==> config.mk <==
export PLATFORM = sky130hd
export DESIGN_NAME = corescore_stream_char_sink_flat
export DESIGN_NICKNAME = d
export VERILOG_FILES = /design/src/rtl/corescore_stream_char_sink_if.sv /design/src/rtl/corescore_stream_char_sink.sv /design/src/flat_wrapper.sv
export SDC_FILE = /design/constraint.sdc
export NUM_CORES = 1
export LEC_CHECK = 0
export ABC_AREA = 1
export CORE_MARGIN = 8
export CORE_UTILIZATION = 41
export DETAILED_ROUTE_END_ITERATION = 12
export REMOVE_ABC_BUFFERS = 1
export SYNTH_ARGS = -nofsm -noshare
export SYNTH_HDL_FRONTEND = slang
export SYNTH_SLANG_ARGS = --single-unit
==> constraint.sdc <==
create_clock -name i_clk -period 2.8 [get_ports i_clk]
set_input_delay 0.7 -clock i_clk [delete_from_list [all_inputs] [get_ports i_clk]]
set_output_delay 0.7 -clock i_clk [all_outputs]
set_load 0.005 [all_outputs]
==> src/rtl/corescore_stream_char_sink_if.sv <==
// Byte-stream handshake bundle between corescorecore and the character sink bridge.
//   tdata  : stream payload, DW bits
//   tlast  : marks the final byte of a frame
//   tvalid : producer has a byte on tdata/tlast
//   tready : consumer accepts; a transfer happens on tvalid & tready
// master = stream producer, slave = stream consumer.
interface corescore_stream_char_sink_if #(
  parameter int unsigned DW = 8
);
  logic [DW-1:0] tdata;
  logic          tlast;
  logic          tvalid;
  logic          tready;

  modport master (
    output tdata,
    output tlast,
    output tvalid,
    input  tready
  );

  modport slave (
    input  tdata,
    input  tlast,
    input  tvalid,
    output tready
  );
endinterface

==> src/rtl/corescore_stream_char_sink.sv <==
// Buffered bridge from the corescorecore byte stream to a character sink with registered
// push semantics (JTAG-UART r_ena/r_val style). Incoming bytes are queued in a small FIFO.
// Whenever the sink signals ready, one character is taken (from the FIFO, or an inserted
// CR/LF after a frame's last byte) and presented on o_dat with a one-cycle o_val strobe.
//
// Ports:
//   i_clk       clock, all logic on the rising edge
//   i_rstn      synchronous active-low reset
//   s_axis      stream input (slave modport): tdata, tlast, tvalid in; tready out
//   i_sink_rdy  sink can accept a character in the following cycle
//   o_dat       character to the sink, registered; holds its value between pushes
//   o_val       push strobe, one character consumed per high cycle
//   o_level     FIFO occupancy, 0 .. 2**DEPTH_LOG2
//   o_frames    count of completed frames emitted, wraps at 16 bits
//
// Parameters:
//   DW          data width of stream and sink (>= 8); inserted EOL chars are zero-extended
//   DEPTH_LOG2  FIFO holds 2**DEPTH_LOG2 entries of {tlast, tdata}
//   EOL_MODE    0: no insertion, 1: LF after a tlast byte, 2: CR then LF after a tlast byte
module corescore_stream_char_sink #(
  parameter int unsigned DW         = 8,
  parameter int unsigned DEPTH_LOG2 = 4,
  parameter int unsigned EOL_MODE   = 0
) (
  input  logic                        i_clk,
  input  logic                        i_rstn,
  corescore_stream_char_sink_if.slave s_axis,
  input  logic                        i_sink_rdy,
  output logic [DW-1:0]               o_dat,
  output logic                        o_val,
  output logic [DEPTH_LOG2:0]         o_level,
  output logic [15:0]                 o_frames
);

  localparam int unsigned Depth = 2 ** DEPTH_LOG2;

  localparam logic [DW-1:0] CharCr = DW'(8'h0D);
  localparam logic [DW-1:0] CharLf = DW'(8'h0A);

  // Any mode other than 1 or 2 behaves as "no insertion": the tlast byte closes the frame.
  localparam bit EolNone = (EOL_MODE != 1) && (EOL_MODE != 2);
  localparam bit EolCrLf = (EOL_MODE == 2);

  typedef enum logic [1:0] {
    StData,
    StCr,
    StLf
  } state_e;

  // ---------------------------------------------------------------------------------------------
  // Storage and state
  // ---------------------------------------------------------------------------------------------
  logic [DW:0]           mem_q [Depth];
  logic [DEPTH_LOG2-1:0] wr_ptr_q, wr_ptr_d;
  logic [DEPTH_LOG2-1:0] rd_ptr_q, rd_ptr_d;
  logic [DEPTH_LOG2:0]   level_q, level_d;
  state_e                state_q, state_d;
  logic [DW-1:0]         dat_q, dat_d;
  logic                  val_q, val_d;
  logic [15:0]           frames_q, frames_d;

  // Combinational helpers
  logic          full;
  logic          empty;
  logic          wr_en;
  logic          head_last;
  logic [DW-1:0] head_data;
  logic          have_char;
  logic [DW-1:0] char_sel;
  logic          emit;
  logic          pop;
  logic          frame_done;

  // ---------------------------------------------------------------------------------------------
  // FIFO
  // ---------------------------------------------------------------------------------------------
  // Occupancy can reach exactly Depth, so its MSB alone flags full.
  assign full  = level_q[DEPTH_LOG2];
  assign empty = (level_q == '0);

  // Registered occupancy only: a pop in the same cycle does not open the input.
  // Held low during reset so nothing is taken while the bridge is being cleared.
  assign s_axis.tready = i_rstn & ~full;
  assign wr_en         = s_axis.tvalid & s_axis.tready;

  assign {head_last, head_data} = mem_q[rd_ptr_q];

  // Entry storage needs no reset: pointers and level define what is valid.
  always_ff @(posedge i_clk) begin
    if (wr_en) begin
      mem_q[wr_ptr_q] <= {s_axis.tlast, s_axis.tdata};
    end
  end

  always_comb begin
    wr_ptr_d = wr_ptr_q;
    rd_ptr_d = rd_ptr_q;
    level_d  = level_q;
    if (wr_en) begin
      wr_ptr_d = wr_ptr_q + DEPTH_LOG2'(1);
    end
    if (pop) begin
      rd_ptr_d = rd_ptr_q + DEPTH_LOG2'(1);
    end
    case ({wr_en, pop})
      2'b10:   level_d = level_q + (DEPTH_LOG2 + 1)'(1);
      2'b01:   level_d = level_q - (DEPTH_LOG2 + 1)'(1);
      default: level_d = level_q;
    endcase
  end

  // ---------------------------------------------------------------------------------------------
  // Output FSM: state register
  // ---------------------------------------------------------------------------------------------
  always_ff @(posedge i_clk) begin
    if (!i_rstn) begin
      state_q <= StData;
    end else begin
      state_q <= state_d;
    end
  end

  // ---------------------------------------------------------------------------------------------
  // Output FSM: next state. States only advance when a character is actually emitted.
  // ---------------------------------------------------------------------------------------------
  always_comb begin
    state_d = state_q;
    unique case (state_q)
      StData: begin
        if (pop && head_last && !EolNone) begin
          state_d = EolCrLf ? StCr : StLf;
        end
      end
      StCr: begin
        if (emit) begin
          state_d = StLf;
        end
      end
      StLf: begin
        if (emit) begin
          state_d = StData;
        end
      end
      default: state_d = StData;
    endcase
  end

  // ---------------------------------------------------------------------------------------------
  // Output FSM: character selection and emission
  // ---------------------------------------------------------------------------------------------
  always_comb begin
    have_char  = 1'b0;
    char_sel   = '0;
    unique case (state_q)
      StData: begin
        have_char = ~empty;
        char_sel  = head_data;
      end
      StCr: begin
        have_char = 1'b1;
        char_sel  = CharCr;
      end
      StLf: begin
        have_char = 1'b1;
        char_sel  = CharLf;
      end
      default: begin
        have_char = 1'b0;
        char_sel  = '0;
      end
    endcase

    emit = i_sink_rdy & have_char;
    // EOL states synthesise their characters; only the data state drains the FIFO.
    pop  = emit & (state_q == StData);
    // A frame closes on its LF, or on the tlast byte itself when no EOL is inserted.
    frame_done = emit & ((state_q == StLf) | ((state_q == StData) & head_last & EolNone));
  end

  // ---------------------------------------------------------------------------------------------
  // Registered sink interface and status
  // ---------------------------------------------------------------------------------------------
  always_comb begin
    val_d    = emit;
    dat_d    = emit ? char_sel : dat_q;
    frames_d = frames_q + {15'd0, frame_done};
  end

  always_ff @(posedge i_clk) begin
    if (!i_rstn) begin
      wr_ptr_q <= '0;
      rd_ptr_q <= '0;
      level_q  <= '0;
      dat_q    <= '0;
      val_q    <= 1'b0;
      frames_q <= '0;
    end else begin
      wr_ptr_q <= wr_ptr_d;
      rd_ptr_q <= rd_ptr_d;
      level_q  <= level_d;
      dat_q    <= dat_d;
      val_q    <= val_d;
      frames_q <= frames_d;
    end
  end

  assign o_dat    = dat_q;
  assign o_val    = val_q;
  assign o_level  = level_q;
  assign o_frames = frames_q;

endmodule

==> src/flat_wrapper.sv <==
// flat-port wrapper written by rule: the top's interface ports become plain ports
module corescore_stream_char_sink_flat 
#(
  parameter int unsigned DW         = 8,
  parameter int unsigned DEPTH_LOG2 = 4,
  parameter int unsigned EOL_MODE   = 0
)
  (i_clk, i_rstn, i_sink_rdy, o_dat, o_val, o_level, o_frames, s_axis_tdata, s_axis_tlast, s_axis_tvalid, s_axis_tready);
  corescore_stream_char_sink_if #(.DW(DW)) s_axis_i ();
  input  logic i_clk;
  input  logic i_rstn;
  input  logic i_sink_rdy;
  output logic [DW-1:0] o_dat;
  output logic o_val;
  output logic [DEPTH_LOG2:0] o_level;
  output logic [15:0] o_frames;
  input wire logic [$bits(s_axis_i.tdata)-1:0] s_axis_tdata;
  input wire logic [$bits(s_axis_i.tlast)-1:0] s_axis_tlast;
  input wire logic [$bits(s_axis_i.tvalid)-1:0] s_axis_tvalid;
  output wire logic [$bits(s_axis_i.tready)-1:0] s_axis_tready;
  assign s_axis_i.tdata = s_axis_tdata;
  assign s_axis_i.tlast = s_axis_tlast;
  assign s_axis_i.tvalid = s_axis_tvalid;
  assign s_axis_tready = s_axis_i.tready;
  corescore_stream_char_sink #(.DW(DW), .DEPTH_LOG2(DEPTH_LOG2), .EOL_MODE(EOL_MODE)) u_core (.i_clk(i_clk), .i_rstn(i_rstn), .s_axis(s_axis_i), .i_sink_rdy(i_sink_rdy), .o_dat(o_dat), .o_val(o_val), .o_level(o_level), .o_frames(o_frames));
endmodule
Yosys cells after proc, flatten, opt, wreduce, memory -nomap -nowiden
Memory sizes are Yosys's and may differ from the RTL's. A register that Yosys moved wholly into a read port is not among the register bits.
Cells that the tools add are included.

storage, ports and cells
  register bits after elaboration = 40
  RAM bits = 144
  bits of input ports = 13
  memories = 1

cells by class
  add/sub/neg operators = 5
  eq/ne operators = 6
  mux-type cells = 10
  bitwise operators = 10
  reductions and logical operators = 5

memory list
  name          depth  width  read ports  clocked after Yosys merged registers in  wr ports  RTL line                          source
  u_core.mem_q  16     9      1           1                                        1         corescore_stream_char_sink.sv:53  logic [DW:0] mem_q [Depth];

operator list
  cell                 count
  $pmux 8 s3           1
  $add 16x1->16        1
  $pmux 5 s2           1
  $add 4x1->4 const B  2
  $mux 4               2
  $and 1x1->1          6
  $pmux 2 s3           1
  $add 5x1->5 const B  1
  $logic_not 5->1      1
  $sub 5x1->5 const B  1
  $eq 2x1->1 const B   2
  $eq 2x2->1 const B   2
  $mux 2               2
  $ne 2x1->1 const B   2
  $not 1->1            3
  $reduce_and 3->1     1
  $logic_not 2->1      1
  $mux 1               2
  $pmux 1 s2           1
  $reduce_bool 2->1    1
  $reduce_or 2->1      1
  $or 1x1->1           1

Logic depth before layout (Yosys ltp)
  depth after elaboration = 7
  depth in mapped cells = 19
  depth with buffers taken out = 18

Worst setup path before layout
No wires, ideal clock.

  path type = reg2reg
  from = register with a tool-made name
  to = register u_core.frames_q[14] (netlist: u_core.o_frames[14])
  library setup time = 116 ps
  arrival time = 2,332 ps
  required time = 2,684 ps
  path slack = 353 ps
  stages on the path, launching flop included = 19
  cells stage by stage = dfxtp_1 > buf_2 > inv_2 > buf_2 > o21ai_0 > o211ai_1 > a21oi_1 > a211oi_1 > ha_1 > nand2_2 > nor2_4 > nand2_4 > nor2_4 > nand2_4 > inv_6 > nand3_4 > nor2_2 > nand2_1 > and3_1

RTL lines
  what                  RTL line                           source
  to (signal assigned)  corescore_stream_char_sink.sv:203  frames_q <= frames_d;
  to (decl)             corescore_stream_char_sink.sv:60   logic [15:0] frames_q, frames_d;

Worst setup path in the final report
  from = input port i_rstn
  to = output port s_axis_tready

on the way
  word-level cells in the longest chain between the ends = 1

RTL lines
  what         RTL line                          source
  from (decl)  flat_wrapper.sv:11                input logic i_rstn;
  $and 1x1->1  corescore_stream_char_sink.sv:83  assign s_axis.tready = i_rstn & ~full;
  to (decl)    flat_wrapper.sv:20                output wire logic [$bits(s_axis_i.tready)-1:0] s_axis_tready;

No other way between the ends.

==> flow_summary_export.csv <==
group,metric,value,unit
run,cap_viol_max_count,0,
floorplan,io_pins,44,
detailed_routing,initialDrtViolationCount,349,
setup_path,cp-startpoint,"i_rstn",
sta,fin_crit,2.700,ns
yosys,synth_top_family_by_area,"simple AND/OR/NAND/NOR gates",
setup_path,timing_worst_setup_path_type,"in2out",
detailed_routing,final_antenna_net_count,0,
sta,report.final.hold_viol_count,0,
global_route,grt_pass1_vias,5262,
yosys,post_synthesis_share_of_cell_area_spent_on_and_or_nand_and_nor_gates,13.28,%
detailed_routing,routed_wire_length,18420,um
global_route,grt_first_pass_wirelength,28730,um
floorplan,die-height,151.4,um
yosys,post_synthesis_sequential_element_count,186,
yosys,synth-compound-area-share,11.42,%
finish,antennaDiodeCount,0,
yosys,yosysMostFrequentCell,"edfxtp_1",
setup_path,critical_path.startpoint_type,"input port",
clock_tree,cts_made_buffers,17,
sta,final-max-slew-violation-count,0,
yosys,synth_top_cells_by_area,"edfxtp_1 (58%), dfxtp_1 (11%), nor2_1 (7.1%), o21ai_0 (5.3%), o221ai_1 (3.7%)",
clock_tree,tritoncts,"built",
detailed_routing,drc,0,
yosys,ys.flop_type,"edfxtp_1",
yosys,synth_area_leader_cell,"edfxtp_1",
yosys,synth_seq_area_share,68.70,%
placement,place.port_buffers,43,
power,power.switching,0.002207,W
setup_path,worst_ep_required_time,2.10,ns
power,clock_power_share,32.8,%
detailed_routing,dr_total_vias,5297,
global_route,grt_antenna_before_repair,0,
power,seqPwrFrac,43.8,%
sta,worstMarginPinSlew,0.6039,ns
sta,timing.setup.tns,0,ns
yosys,synth_enable_flop_cells,144,
placement,post_dp_cell_area,8489,sq um
yosys,synth_largest_type_area_fraction,57.51,%
yosys,synth_commonest_cells,"edfxtp_1 (144), nor2_1 (143), o21ai_0 (79), dfxtp_1 (42), nand2_1 (41)",
setup_path,cp-end-kind,"output pin",
floorplan,rows,49,
sta,fmaxAchievable,0.3703,GHz
setup_path,ff2ff_path_depth,17,
min_path,hold_start,"u_core.rd_ptr_q[2]",
sta,finalSetupViolations,0,
finish,area_growth,21.00,%
finish,num-nets-final,758,
clock_tree,postCtsSetupRepairBufs,0,
yosys,synthDistinctLibCells,37,
min_path,whs_path_depth,1,
power,share_comb_of_total_power,23.4,%
status,status,"finished clean",
floorplan,core_area,17960,sq um
global_route,groute.usage.overall,16.79,%
setup_path,critical_path_arrival,2.00,ns
power,sw_frac_of_total,29.70,%
power,vdd.ir_drop.worst,0.0005239,V
floorplan,die_x,151.4,um
clock_tree,clock_pin_transition_on_the_worst_setup_and_hold_timing_paths,0.06,ns
detailed_routing,drt-vias-per-instance,5.422,
finish,drive_above_1_share,12.70,%
finish,seqCellArea,5170,sq um
floorplan,starting_utilization_of_the_core_area,41.85,%
sta,clock_skew,0.006889,ns
power,powerDensity,816.9,nW/um^2
global_route,globalRoute.totalOverflow,0,
sta,grt_setup_unrepaired,"false",
yosys,synth.cell_area,7518,sq um
yosys,synthesis.yosys.warnings,0,
yosys,synthesis.instances,653,
clock_tree,htree_num_levels,4,
clock_tree,clock_sink_count,186,
detailed_routing,first_pass_iters,5,
global_route,grt_start_max_net_pins,45,
yosys,synthArstFlopShare,0,%
min_path,min_path_type,"reg2reg",
yosys,synthAdderAreaFrac,1.664,%
power,finalPower,0.007432,W
floorplan,die_area,22930,sq um
sta,hold_slack,0.5020,ns
yosys,post_synth_xor_area_fraction,1.048,%
placement,dpl.hpwl,11850,um
finish,fillerInstances,1578,
power,leakagePower,3.239,nW
yosys,synth_area_per_cell,11.51,sq um
setup_path,critical_path_peak_fanout,4,
sta,final_min_period_over_clock_period,96.44,%
clock_tree,clk_root_buffer_cell,"clkbuf_16",
placement,final_estimated_routing_congestion_in_global_placement,0.7732,
finish,multiInputGateArea,2066,sq um
power,intPower,0.005225,W
clock_tree,max-clock-path-buffers,2,
yosys,muxShareOfSynthArea,0,%
sta,timing.slew.headroom,59.61,%
clock_tree,clkLatencyLatePin,0.43,ns
finish,postLayoutCellArea,9097,sq um
detailed_routing,routed_wire_length_per_instance,18.86,um
layout by cell type (no fill, tap or decap), types with 16 or more instances in the layout:
| cell type | Yosys | layout |
|---|---|---|
| nand2_1 | 41 | 41 |
| dfxtp_1 | 42 | 40 |
| edfxtp_1 | 144 | 144 |
| clkdlybuf4s50_1 | 0 | 43 |
| inv_1 | 34 | 34 |
| o21ai_0 | 79 | 79 |
| o221ai_1 | 32 | 32 |
| clkbuf_16 | 0 | 17 |
| nand3_1 | 31 | 31 |
| buf_4 | 0 | 47 |
| nor2_1 | 143 | 143 |
| a21oi_1 | 16 | 16 |
flip-flops by register name, indices dropped and copies added (netlist names), named ones only:
signal           count
u_core.wr_ptr_q      4
u_core.o_val         1
u_core.mem_q       144
u_core.o_frames     16
u_core.rd_ptr_q      4
u_core.o_dat         8
u_core.o_level       5
layout make-up:
| cell class | instances | share of cell area, % |
|---|---|---|
| Timing Repair Buffer | 92 | 8.953 |
| Clock buffer | 19 | 4.759 |
| Tap cell | 229 | 3.149 |
| Sequential cell | 186 | 56.83 |
| Multi-Input combinational cell | 396 | 22.71 |
| Inverter | 42 | 1.815 |
| Clock inverter | 13 | 1.788 |
cells by family (layout without fill, tap and decap cells):
logic type,count (synthesis),in the layout
flops,186,186
fa+ha+maj,10,10
buf+inv,71,166
compound gates,143,143
simple gates,234,234
xor+xnor,9,9
power by group through the flow:
stage               logic [W]  registers [W]  clock network [W]
finish                0.00174        0.00325            0.00244
global route          0.00197        0.00327            0.00258
CTS                   0.00174        0.00325            0.00248
detailed placement    0.00173        0.00331                  0
global placement      0.00169        0.00330                  0
floorplan            0.000924        0.00335                  0
metrics by stage:
step	setup slack, ns	util (%)	cells
after CTS	0.07668	50.58	977
after global routing	0.03283	50.64	977
after detailed placement	-0.1338	47.26	945
after global placement	-0.08419	47.26	945
final	0.09962	50.64	977
after floorplan	-0.7504	-	624
per-layer routing:
| metal | wire length (um) | GRT usage [%] | vias to the layer above |
|---|---|---|---|
| met5 | 0 | 0 | - |
| met4 | 261 | 4.354 | 0 |
| met3 | 1179 | 4.452 | 27 |
| met2 | 9009 | 28.04 | 175 |
| met1 | 7973 | 21.19 | 2601 |
| li1 | - | - | 2494 |
critical path, stage by stage:
cell and delay, ns:
clkdlybuf4s50_1 0.56, clkinv_1 0.12, nor2_1 0.11, clkdlybuf4s50_1 0.51
path summary, 6_finish.rpt:
kind	end	slack [ns]
min	u_core.rd_ptr_q[2]	0.50
min reg2reg	u_core.rd_ptr_q[2]	0.50
max	s_axis_tready	0.1
max reg2reg	u_core.o_frames[14]	0.21
timing repair:
| action | CTS | global route |
|---|---|---|
| hold endpoints to repair | 0 | 0 |
| hold buffers | 0 | 0 |
| setup endpoints to repair | 2 | 9 |
| resized for setup | 1 | 3 |
Note: power is estimated with default switching activity, not from simulation.
